## config.mk

```make
export PLATFORM = sky130hd
export DESIGN_NAME = shift_seq_ctrl
export DESIGN_NICKNAME = d
export VERILOG_FILES = /design/src/rtl/shift_seq_ctrl.sv
export SDC_FILE = /design/constraint.sdc
export NUM_CORES = 1
export LEC_CHECK = 0
export BUFFER_PORTS_ARGS = -buffer_cell sky130_fd_sc_hd__buf_2
export CELL_PAD_IN_SITES_DETAIL_PLACEMENT = 1
export CELL_PAD_IN_SITES_GLOBAL_PLACEMENT = 1
export CORE_MARGIN = 1.5
export CORE_UTILIZATION = 44
export CTS_CLUSTER_SIZE = 24
export DETAILED_ROUTE_END_ITERATION = 12
export HOLD_SLACK_MARGIN = 0.08
export PLACE_DENSITY = 0.9
export SLEW_MARGIN = 20
export SYNTH_ARGS = -nofsm -noshare
export SYNTH_HDL_FRONTEND = slang
export SYNTH_SLANG_ARGS = --single-unit
```

## constraint.sdc

```tcl
create_clock -name clk -period 2.7 [get_ports clk]
set_clock_uncertainty 0.05 [all_clocks]
set_input_delay 0.81 -clock clk [delete_from_list [all_inputs] [get_ports clk]]
set_output_delay 0.81 -clock clk [all_outputs]
set_load 0.02 [all_outputs]
```

## src/rtl/shift_seq_ctrl.sv

```systemverilog
// Multi-cycle log-shifter sequencer: one shift stage (by 1, 2, 4, ...) per clock.
// Optional SHIFT_SEQ_EARLY_EXIT_EN: finish once no higher amount bits remain set.
module shift_seq_ctrl #(
    parameter int unsigned WIDTH = 8,
    parameter int unsigned AMT_W = 3
) (
    input  logic             clk,
    input  logic             rst_n,
    input  logic             start,
    input  logic [1:0]       op,
    input  logic [WIDTH-1:0] a,
    input  logic [AMT_W-1:0] amt,
    output logic             busy,
    output logic             done,
    output logic [WIDTH-1:0] res
);

    localparam int unsigned K_W = (AMT_W > 1) ? $clog2(AMT_W) : 1;
    localparam logic [K_W-1:0] LAST_K = K_W'(AMT_W - 1);

    typedef enum logic [1:0] {
        ST_IDLE  = 2'd0,
        ST_SHIFT = 2'd1,
        ST_DONE  = 2'd2
    } state_t;

    state_t           state_q;
    state_t           state_d;
    logic [K_W-1:0]   k_q;
    logic [WIDTH-1:0] work_q;
    logic [AMT_W-1:0] amt_q;
    logic [1:0]       op_q;
    logic             sign_q;

    logic             accept_c;
    logic             direct_c;
    logic             finish_c;
    logic             stage_last_c;
    logic [AMT_W-1:0] dist_c;
    logic [WIDTH-1:0] stage_c;

    // Single log-shifter stage: distance 2^k, enabled by amt bit k
    always_comb begin
        dist_c  = AMT_W'(1) << k_q;
        stage_c = work_q;
        if (amt_q[k_q]) begin
            case (op_q)
                2'b00:   stage_c = work_q << dist_c;
                2'b01:   stage_c = work_q >> dist_c;
                2'b10:   stage_c = WIDTH'({{WIDTH{sign_q}}, work_q} >> dist_c);
                default: stage_c = WIDTH'({work_q, work_q} >> dist_c);
            endcase
        end
    end

    always_comb begin
`ifdef SHIFT_SEQ_EARLY_EXIT_EN
        stage_last_c = (k_q == LAST_K) || (((amt_q >> k_q) >> 1) == '0);
`else
        stage_last_c = (k_q == LAST_K);
`endif
    end

    // State register
    always_ff @(posedge clk or negedge rst_n) begin
        if (!rst_n) begin
            state_q <= ST_IDLE;
        end else begin
            state_q <= state_d;
        end
    end

    // Next-state logic; IDLE and DONE both accept a new request
    always_comb begin
        state_d  = state_q;
        accept_c = 1'b0;
        direct_c = 1'b0;
        finish_c = 1'b0;
        case (state_q)
            ST_IDLE, ST_DONE: begin
                if (start) begin
                    accept_c = 1'b1;
                    state_d  = ST_SHIFT;
`ifdef SHIFT_SEQ_EARLY_EXIT_EN
                    if (amt == '0) begin
                        direct_c = 1'b1;
                        state_d  = ST_DONE;
                    end
`endif
                end else if (state_q == ST_DONE) begin
                    state_d = ST_IDLE;
                end
            end
            ST_SHIFT: begin
                if (stage_last_c) begin
                    finish_c = 1'b1;
                    state_d  = ST_DONE;
                end
            end
            default: state_d = ST_IDLE;
        endcase
    end

    // Datapath and registered outputs
    always_ff @(posedge clk or negedge rst_n) begin
        if (!rst_n) begin
            k_q    <= '0;
            work_q <= '0;
            amt_q  <= '0;
            op_q   <= '0;
            sign_q <= 1'b0;
            res    <= '0;
            busy   <= 1'b0;
            done   <= 1'b0;
        end else begin
            busy <= (state_d == ST_SHIFT);
            done <= (state_d == ST_DONE);
            if (accept_c) begin
                work_q <= a;
                amt_q  <= amt;
                op_q   <= op;
                sign_q <= a[WIDTH-1];
                k_q    <= '0;
                if (direct_c) begin
                    res <= a;
                end
            end else if (state_q == ST_SHIFT) begin
                work_q <= stage_c;
                if (finish_c) begin
                    res <= stage_c;
                end else begin
                    k_q <= k_q + K_W'(1);
                end
            end
        end
    end

endmodule

```

# Word level (Yosys, flattened, before mapping)
# Cells that the tools add are included.
# op_classes
addsub	1
multipliers	0
div_mod_pow	0
magnitude_cmp	1
n_eq_ne	8
shifts	5
muxes	17
bitwise_logic	1
reduce_logical	6
# op_table
op	count
16-bit by 3-bit right shift with 8-bit output	2
8-bit two-way mux	3
8-bit one-hot mux with 3 select lines	1
2-bit two-way mux	6
2-bit equality test, second input constant	4
8-bit by 3-bit << shifter with 8-bit output	1
8-bit by 3-bit right shift with 8-bit output	1
2-bit by 1-bit equality test with 1-bit output, second input constant	3
1-bit two-way mux	5
2-bit zero test	2
2-bit one-hot mux with 2 select lines	1
2-bit by 3-bit < comparator with 1-bit output, second input constant	1
3-bit AND reduction	1
1-bit by 2-bit << shifter with 3-bit output, first input constant	1
2-bit by 1-bit adder with 2-bit output, second input constant	1
1-bit binary-select mux with 2-bit select	1
2-bit inequality test, second input constant	1
2-bit AND reduction	1
2-bit nonzero test	1
2-bit OR reduction	1
1-bit NOT	1
# totals
reg_bits	28
latchBits	0
ramBits	0
romBits	0
inputBits	16
out_inout_bits	10
wordCells	48
memories	0

# Logic depth before layout (Yosys ltp)
# Gate-level depths: netlist (run 1).
# depth
depth_word	6
depth_mapped	10
depth_no_buf	7

# Worst setup path before layout (run 1)
# Ideal clock, no wire load.
# synth_path
path_type	reg2reg
startpoint	register k_q[0]
endpoint	register work_q[3]
setup_ns	0.126
t_arrival_ns	1.916
setup_slack_ns	0.608
stages_incl_launch_ff	8
period_less_slack_ns	2.092
cell_sequence	dfrtp_1 inv_1 ha_1 buf_4 mux4_1 nor2_1 o32ai_1 a221o_1
# synth_between
elab_chain_len	6
# synth_rtl
item	line_no	rtl
from (decl)	29	logic [K_W-1:0] k_q;
from (signal assigned)	132	k_q <= k_q + K_W'(1);
1-bit by 2-bit << shifter with 3-bit output	44	dist_c = AMT_W'(1) << k_q;
16-bit by 3-bit right shift with 8-bit output, or another cell as far along	51	default: stage_c = WIDTH'({work_q, work_q} >> dist_c);
8-bit one-hot mux with 3 select lines	47	case (op_q)
8-bit two-way mux (*)	46	if (amt_q[k_q]) begin
8-bit two-way mux (*)	127	end else if (state_q == ST_SHIFT) begin
8-bit two-way mux (*)	118	if (accept_c) begin
to (signal assigned)	128	work_q <= stage_c;
to (decl)	30	logic [WIDTH-1:0] work_q;
# Every way passes the cells marked *; elsewhere a longest branch is shown, timed or not. The select of a mux whose other input is x is not followed.
# A chain may end at the register's enable or synchronous reset.

# Worst setup path in the final report (run 1)
# layout_path
startpoint	register k_q[1]
endpoint	register work_q[1]
# The elaborated chain is that of the path after synthesis.

==> results of run 1 <==
[kinds of logic (layout without fill, tap and decap cells)]
kind of cell | after synthesis | after routing
compound gates | 61 | 61
fa+ha+maj | 5 | 5
buf+inv | 27 | 47
flops | 28 | 28
mux | 21 | 21
simple gates | 79 | 79
[flip-flops by register name (all words and copies together) (netlist names)]
name / flops
amt_q: 3
busy: 1
done: 1
k_q: 2
op_q: 2
res: 8
sign_q: 1
state_q: 2
work_q: 8
[layer usage]
metal | vias up | global-route usage, % | routed length, um
met5 | - | 0 | 0
met3 | 19 | 3.75 | 428
met2 | 91 | 43.7 | 3110
met4 | 0 | 11.5 | 205
met1 | 913 | 32.4 | 2440
li1 | 849 | - | -
[power breakdown]
group	leakage, nW	internal, W	switching [W]
logic	0.628	0.000950	0.00138
clock network	0.0357	0.000199	0.000138
registers	0.341	0.000626	0.000255
[synth_stat cells (3+ instances only)]
cell	n	area, um2
o211ai_1	6	45.0
mux2_2	4	45.0
nor3_1	5	25.0
a31oi_1	4	25.0
ha_1	5	62.6
nand2_1	32	120
inv_1	8	30.0
dfrtp_1	28	701
o21a_1	3	22.5
a221o_1	6	60.1
nor2_1	17	63.8
nand3_1	3	15.0
buf_4	6	45.0
mux4_1	3	78.8
clkbuf_1	8	30.0
nor2b_1	3	18.8
o21ai_0	14	70.1
nand2b_1	5	31.3
and3_1	4	25.0
a21oi_1	9	45.0
mux2i_1	12	120
[final cells by class]
type,count,area [um2],share of cell area [%]
clock buffer,3,41.3,1.85
timing repair buffer,34,193,8.65
tap,52,65.1,2.92
clock inverter,1,30.0,1.35
multi-input combinational,166,1160,52.2
sequential,28,701,31.5
inverter,9,33.8,1.52
[cells in the final DEF, fill, tap and decap left out, types with 2 or more instances in the layout]
| master | netlist | routed |
|---|---|---|
| o21a_1 | 3 | 3 |
| o211ai_1 | 6 | 6 |
| ha_1 | 5 | 5 |
| o32ai_1 | 2 | 2 |
| nand2b_1 | 5 | 5 |
| mux4_1 | 3 | 3 |
| a21oi_1 | 9 | 9 |
| buf_2 | 2 | 25 |
| nor2_1 | 17 | 17 |
| buf_4 | 6 | 9 |
| a31o_2 | 2 | 2 |
| dfrtp_1 | 28 | 28 |
| nand2_1 | 32 | 32 |
| nor3_1 | 5 | 5 |
| clkbuf_8 | 0 | 3 |
| nor2b_1 | 3 | 3 |
| mux2_2 | 4 | 4 |
| mux2i_1 | 12 | 12 |
| inv_1 | 8 | 8 |
| a22oi_1 | 2 | 2 |
| a221o_1 | 6 | 6 |
| nand3_1 | 3 | 3 |
| o21ai_0 | 14 | 14 |
| a31oi_1 | 4 | 4 |
| and2_1 | 2 | 2 |
| a211oi_1 | 2 | 2 |
| mux4_2 | 2 | 2 |
| and3_1 | 4 | 4 |
[stage by stage]
step | total power (W) | util [%] | worst slack, ns | hold WS (ns)
after floorplan | 0.00253 | - | 0.608 | 0.395
after global placement | 0.00301 | 49.2 | 0.398 | 0.414
after detailed placement | 0.00312 | 49.2 | 0.260 | 0.432
after CTS | 0.00351 | 50.8 | 0.245 | 0.455
after global routing | 0.00377 | 50.8 | 0.0938 | 0.471
final | 0.00354 | 50.8 | 0.208 | 0.449
[final timing paths]
check	depth (start not counted)	end	from
worst max-delay path	8	work_q[1]	k_q[1]
worst min-delay path	1	res[3]	res[3]
worst max register to register	8	work_q[1]	k_q[1]
worst min register to register	1	res[3]	res[3]
max in group asynchronous	1	op_q[0]	rst_n
min in group asynchronous	1	res[0]	rst_n
==> results.yml, run 1 <==
sta:
  period_share_pct: 92.3
  setup_viol: 0
  slew_headroom_pct: 57.3
  hold_viol_final: 0
  timing.setup.tns_ns: 0
  tightest_slew_ns: 0.640
  maxSlewViolCount: 0
  fin_crit_ns: 2.49
  fmax_ghz: 0.401
  rsz0062_at_grt: "no"
die:
  chipWidth_um: 70.5
  rows: 24
  die_h_um: 70.5
  dieArea_um2: 4970
  io-pin-count: 26
  core_area_um2: 4380
  initial_core_util_pct: 45.7
clocking:
  insertion_delay_ns: 0.28
  h-tree-depth: 1
  cts_buffers: 3
  clock_path_buffers: 2
  clk_pin_slew_ns: 0.10
  cts_setup_buffers: 0
  clockRootBuffer: "clkbuf_8"
  cts_resized: 0
  ctsHoldBuffers: 0
  cts_tree: "done"
  numClockSinks: 28
placed_design:
  placed_area_um2: 2160
  dp.cells: 289
  dp_hpwl_mm: 4.36
  routabilityCongestion: 0.942
  portBuffers: 25
setup_path:
  start_kind: "register"
  cp.buffers_inverters: 2
  end_kind: "register"
  path_cells: "inv_1 > ha_1 > buf_4 > mux2i_1 > nor2_1 > o32ai_1 > nor2_1 > a221o_1"
  crit_arrival_ns: 2.62
  crit_fanout: 14
  r2r_setup_slack_ns: 0.21
  crit_family: "compound AO/OA/AOI/OAI gates"
  critPathRequiredTime_ns: 2.82
  worstSetupPathType: "register to register"
  cp_common_cell: "nor2_1"
  critPathSlowestCell: "o32ai_1"
  slowest_delay_ns: 0.52
grt:
  grt_pass1_wl_mm: 10.1
  grt_use_total_pct: 25.7
  grt_max_degree: 29
  antenna_found_initial: 0
  gr-total-overflow: 0
  grt_pass1_vias: 2022
finish:
  drive_gt1_share_pct: 20.3
  final_nets: 263
  area_growth_pct: 11.0
  finalNonFillerCells: 293
  antennaDiodeCount: 0
  design_area_um2: 2230
  nFillCells: 521
synthesis:
  synth-compound-area-share_pct: 21.3
  synth-seq-cells: 28
  avgSynthCellArea_um2: 9.08
  synth-simple-area-share_pct: 19.2
  synthMuxAreaShare_pct: 14.4
  synth-adder-area-share_pct: 3.12
  synth_edf_count: 0
  syn_nets: 242
  seq_area_frac_synth_pct: 34.9
  yosysWarnings: 0
  syn_area_um2: 2010
  synthDistinctLibCells: 49
  synth_top_family_by_area: "compound AO/OA/AOI/OAI gates"
  postSynthCellCount: 221
  async_reset_ff_share_pct: 100
  synth_flop_cell: "dfrtp_1"
  synth-xor-area-share_pct: 0
power_and_ir_drop:
  leakagePower_nw: 1.00
  powerDensity_nw_per_um2: 1590
  ir_worst_vdd_v: 0.000696
drt:
  routed_wl_mm: 6.19
  drc: 0
  drt_pass1_iterations: 4
  antenna_left: 0
  via_per_inst: 6.39
  routedWlPerCell_um: 21.1
  drt-initial-drc-count: 164
  vias: 1872
run:
  drv_cap: 0
worst_hold_path:
  min_path_type: "register to register"
status:
  status: "complete, no violations"
(Power assumes the default switching activity.)
==> inputs of run 2 (changes only) <==
--- a/config.mk
+++ b/config.mk
@@ -14,6 +14,7 @@
 export DETAILED_ROUTE_END_ITERATION = 12
 export HOLD_SLACK_MARGIN = 0.08
 export PLACE_DENSITY = 0.9
+export REMOVE_ABC_BUFFERS = 1
 export SLEW_MARGIN = 20
 export SYNTH_ARGS = -nofsm -noshare
 export SYNTH_HDL_FRONTEND = slang
==> results.yml, run 2 (synthesis gave the netlist of run 1 again) <==
status:
  status: "complete, no violations"
drt:
  drt-initial-drc-count: 110
  routedWlPerCell_um: 19.9
  vias: 1835
  drt_pass1_iterations: 4
  routed_wl_mm: 5.80
  via_per_inst: 6.28
  drc: 0
  antenna_left: 0
clocking:
  numClockSinks: 28
  cts_tree: "done"
  insertion_delay_ns: 0.28
  clockRootBuffer: "clkbuf_8"
  clock_path_buffers: 2
  ctsHoldBuffers: 0
  clk_pin_slew_ns: 0.09
  h-tree-depth: 1
  cts_buffers: 3
setup_path:
  crit_fanout: 13
  crit_arrival_ns: 2.67
  start_kind: "register"
  worstSetupPathType: "register to register"
  critPathRequiredTime_ns: 2.82
  end_kind: "register"
grt:
  grt_pass1_vias: 1899
  antenna_found_initial: 0
  grt_pass1_wl_mm: 9.65
  grt_max_degree: 29
  grt_use_total_pct: 24.9
  gr-total-overflow: 0
placed_design:
  routabilityCongestion: 0.886
  dp.cells: 288
  dp_hpwl_mm: 4.16
  dp_slack_ns: 0.240
  portBuffers: 25
die:
  initial_core_util_pct: 45.7
  io-pin-count: 26
  core_area_um2: 4380
  dieArea_um2: 4970
  chipWidth_um: 70.5
  rows: 24
  die_h_um: 70.5
finish:
  area_growth_pct: 10.2
  finalNonFillerCells: 292
  antennaDiodeCount: 0
  final_cell_mix: "32 x nand2_1, 28 x dfrtp_1, 25 x buf_2, 17 x nor2_1, 14 x o21ai_0"
  largest_registers: "res (8), work_q (8), amt_q (3)"
  final_common_cell: "nand2_1"
  final_nets: 262
  drive_gt1_share_pct: 20.4
  nFillCells: 527
power_and_ir_drop:
  leakagePower_nw: 0.991
  ir_worst_vdd_v: 0.000580
  powerDensity_nw_per_um2: 1550
sta:
  whs_ns: 0.435
  period_share_pct: 94.4
  hold_viol_final: 0
  timing.setup.tns_ns: 0
  fmax_ghz: 0.392
  final.setup.worst_slack_ns: 0.151
  slew_headroom_pct: 58.7
  tightest_slew_ns: 0.620
  rsz0062_at_grt: "no"
  setup_viol: 0
  fin_crit_ns: 2.55
  maxSlewViolCount: 0
worst_hold_path:
  min_path_type: "register to register"
run:
  drv_cap: 0
-- run 2: layout make-up --
type | instances | area [um2] | share of cell area, %
timing repair buffer | 33 | 189 | 8.55
inverter | 9 | 33.8 | 1.53
clock buffer | 4 | 55.1 | 2.49
multi-input combinational | 166 | 1170 | 52.8
tap | 52 | 65.1 | 2.94
sequential | 28 | 701 | 31.7
-- run 2: final timing paths --
path | startpoint | endpoint | slack [ns] | depth (start not counted)
max | k_q[1] | work_q[3] | 0.15 | 6
min | res[2] | res[2] | 0.44 | 2
max reg2reg | k_q[1] | work_q[3] | 0.15 | 6
min reg2reg | res[2] | res[2] | 0.44 | 2
max in group asynchronous | rst_n | res[7] | 1.71 | 1
min in group asynchronous | rst_n | work_q[4] | 0.48 | 1
-- run 2: per-layer routing --
layer | share of wire, % | vias up | GRT usage, % | wire length (um)
li1 | - | 850 | - | -
met1 | 41 | 907 | 30.7 | 2390
met2 | 50 | 65 | 42.5 | 2910
met3 | 5.3 | 13 | 3.61 | 307
met4 | 3.4 | 0 | 12.4 | 195
met5 | 0 | - | 0 | 0
-- run 2: repair_timing --
item / in CTS / in global routing
setup buffers: 0 / 0
resized for setup: 0 / 2
hold endpoints to repair: 0 / 0
setup endpoints to repair: 0 / 2
-- run 2: critical path, stage by stage, from the launching register on --
cell and delay (ns):
dfrtp_1 0.46, inv_1 0.15, ha_1 0.54, mux2_2 0.42
o21ai_0 0.34, o32ai_1 0.14, a221o_1 0.34
-- run 2: report_power, final --
part	switching [W]	internal, W
clock	0.000131	0.000131
sequential	0.000251	0.000626
combinational	0.00131	0.000964
total	0.00169	0.00172
-- run 2: stage by stage --
step           total power (W)  cell area [um2]  util, %
3_5_place_dp           0.00309             2150     49.0
5_1_grt                0.00367             2210     50.4
4_1_cts                0.00340             2200     50.3
2_1_floorplan          0.00241             1900        -
6_report               0.00342             2210     50.4
3_3_place_gp           0.00299             2150     49.0
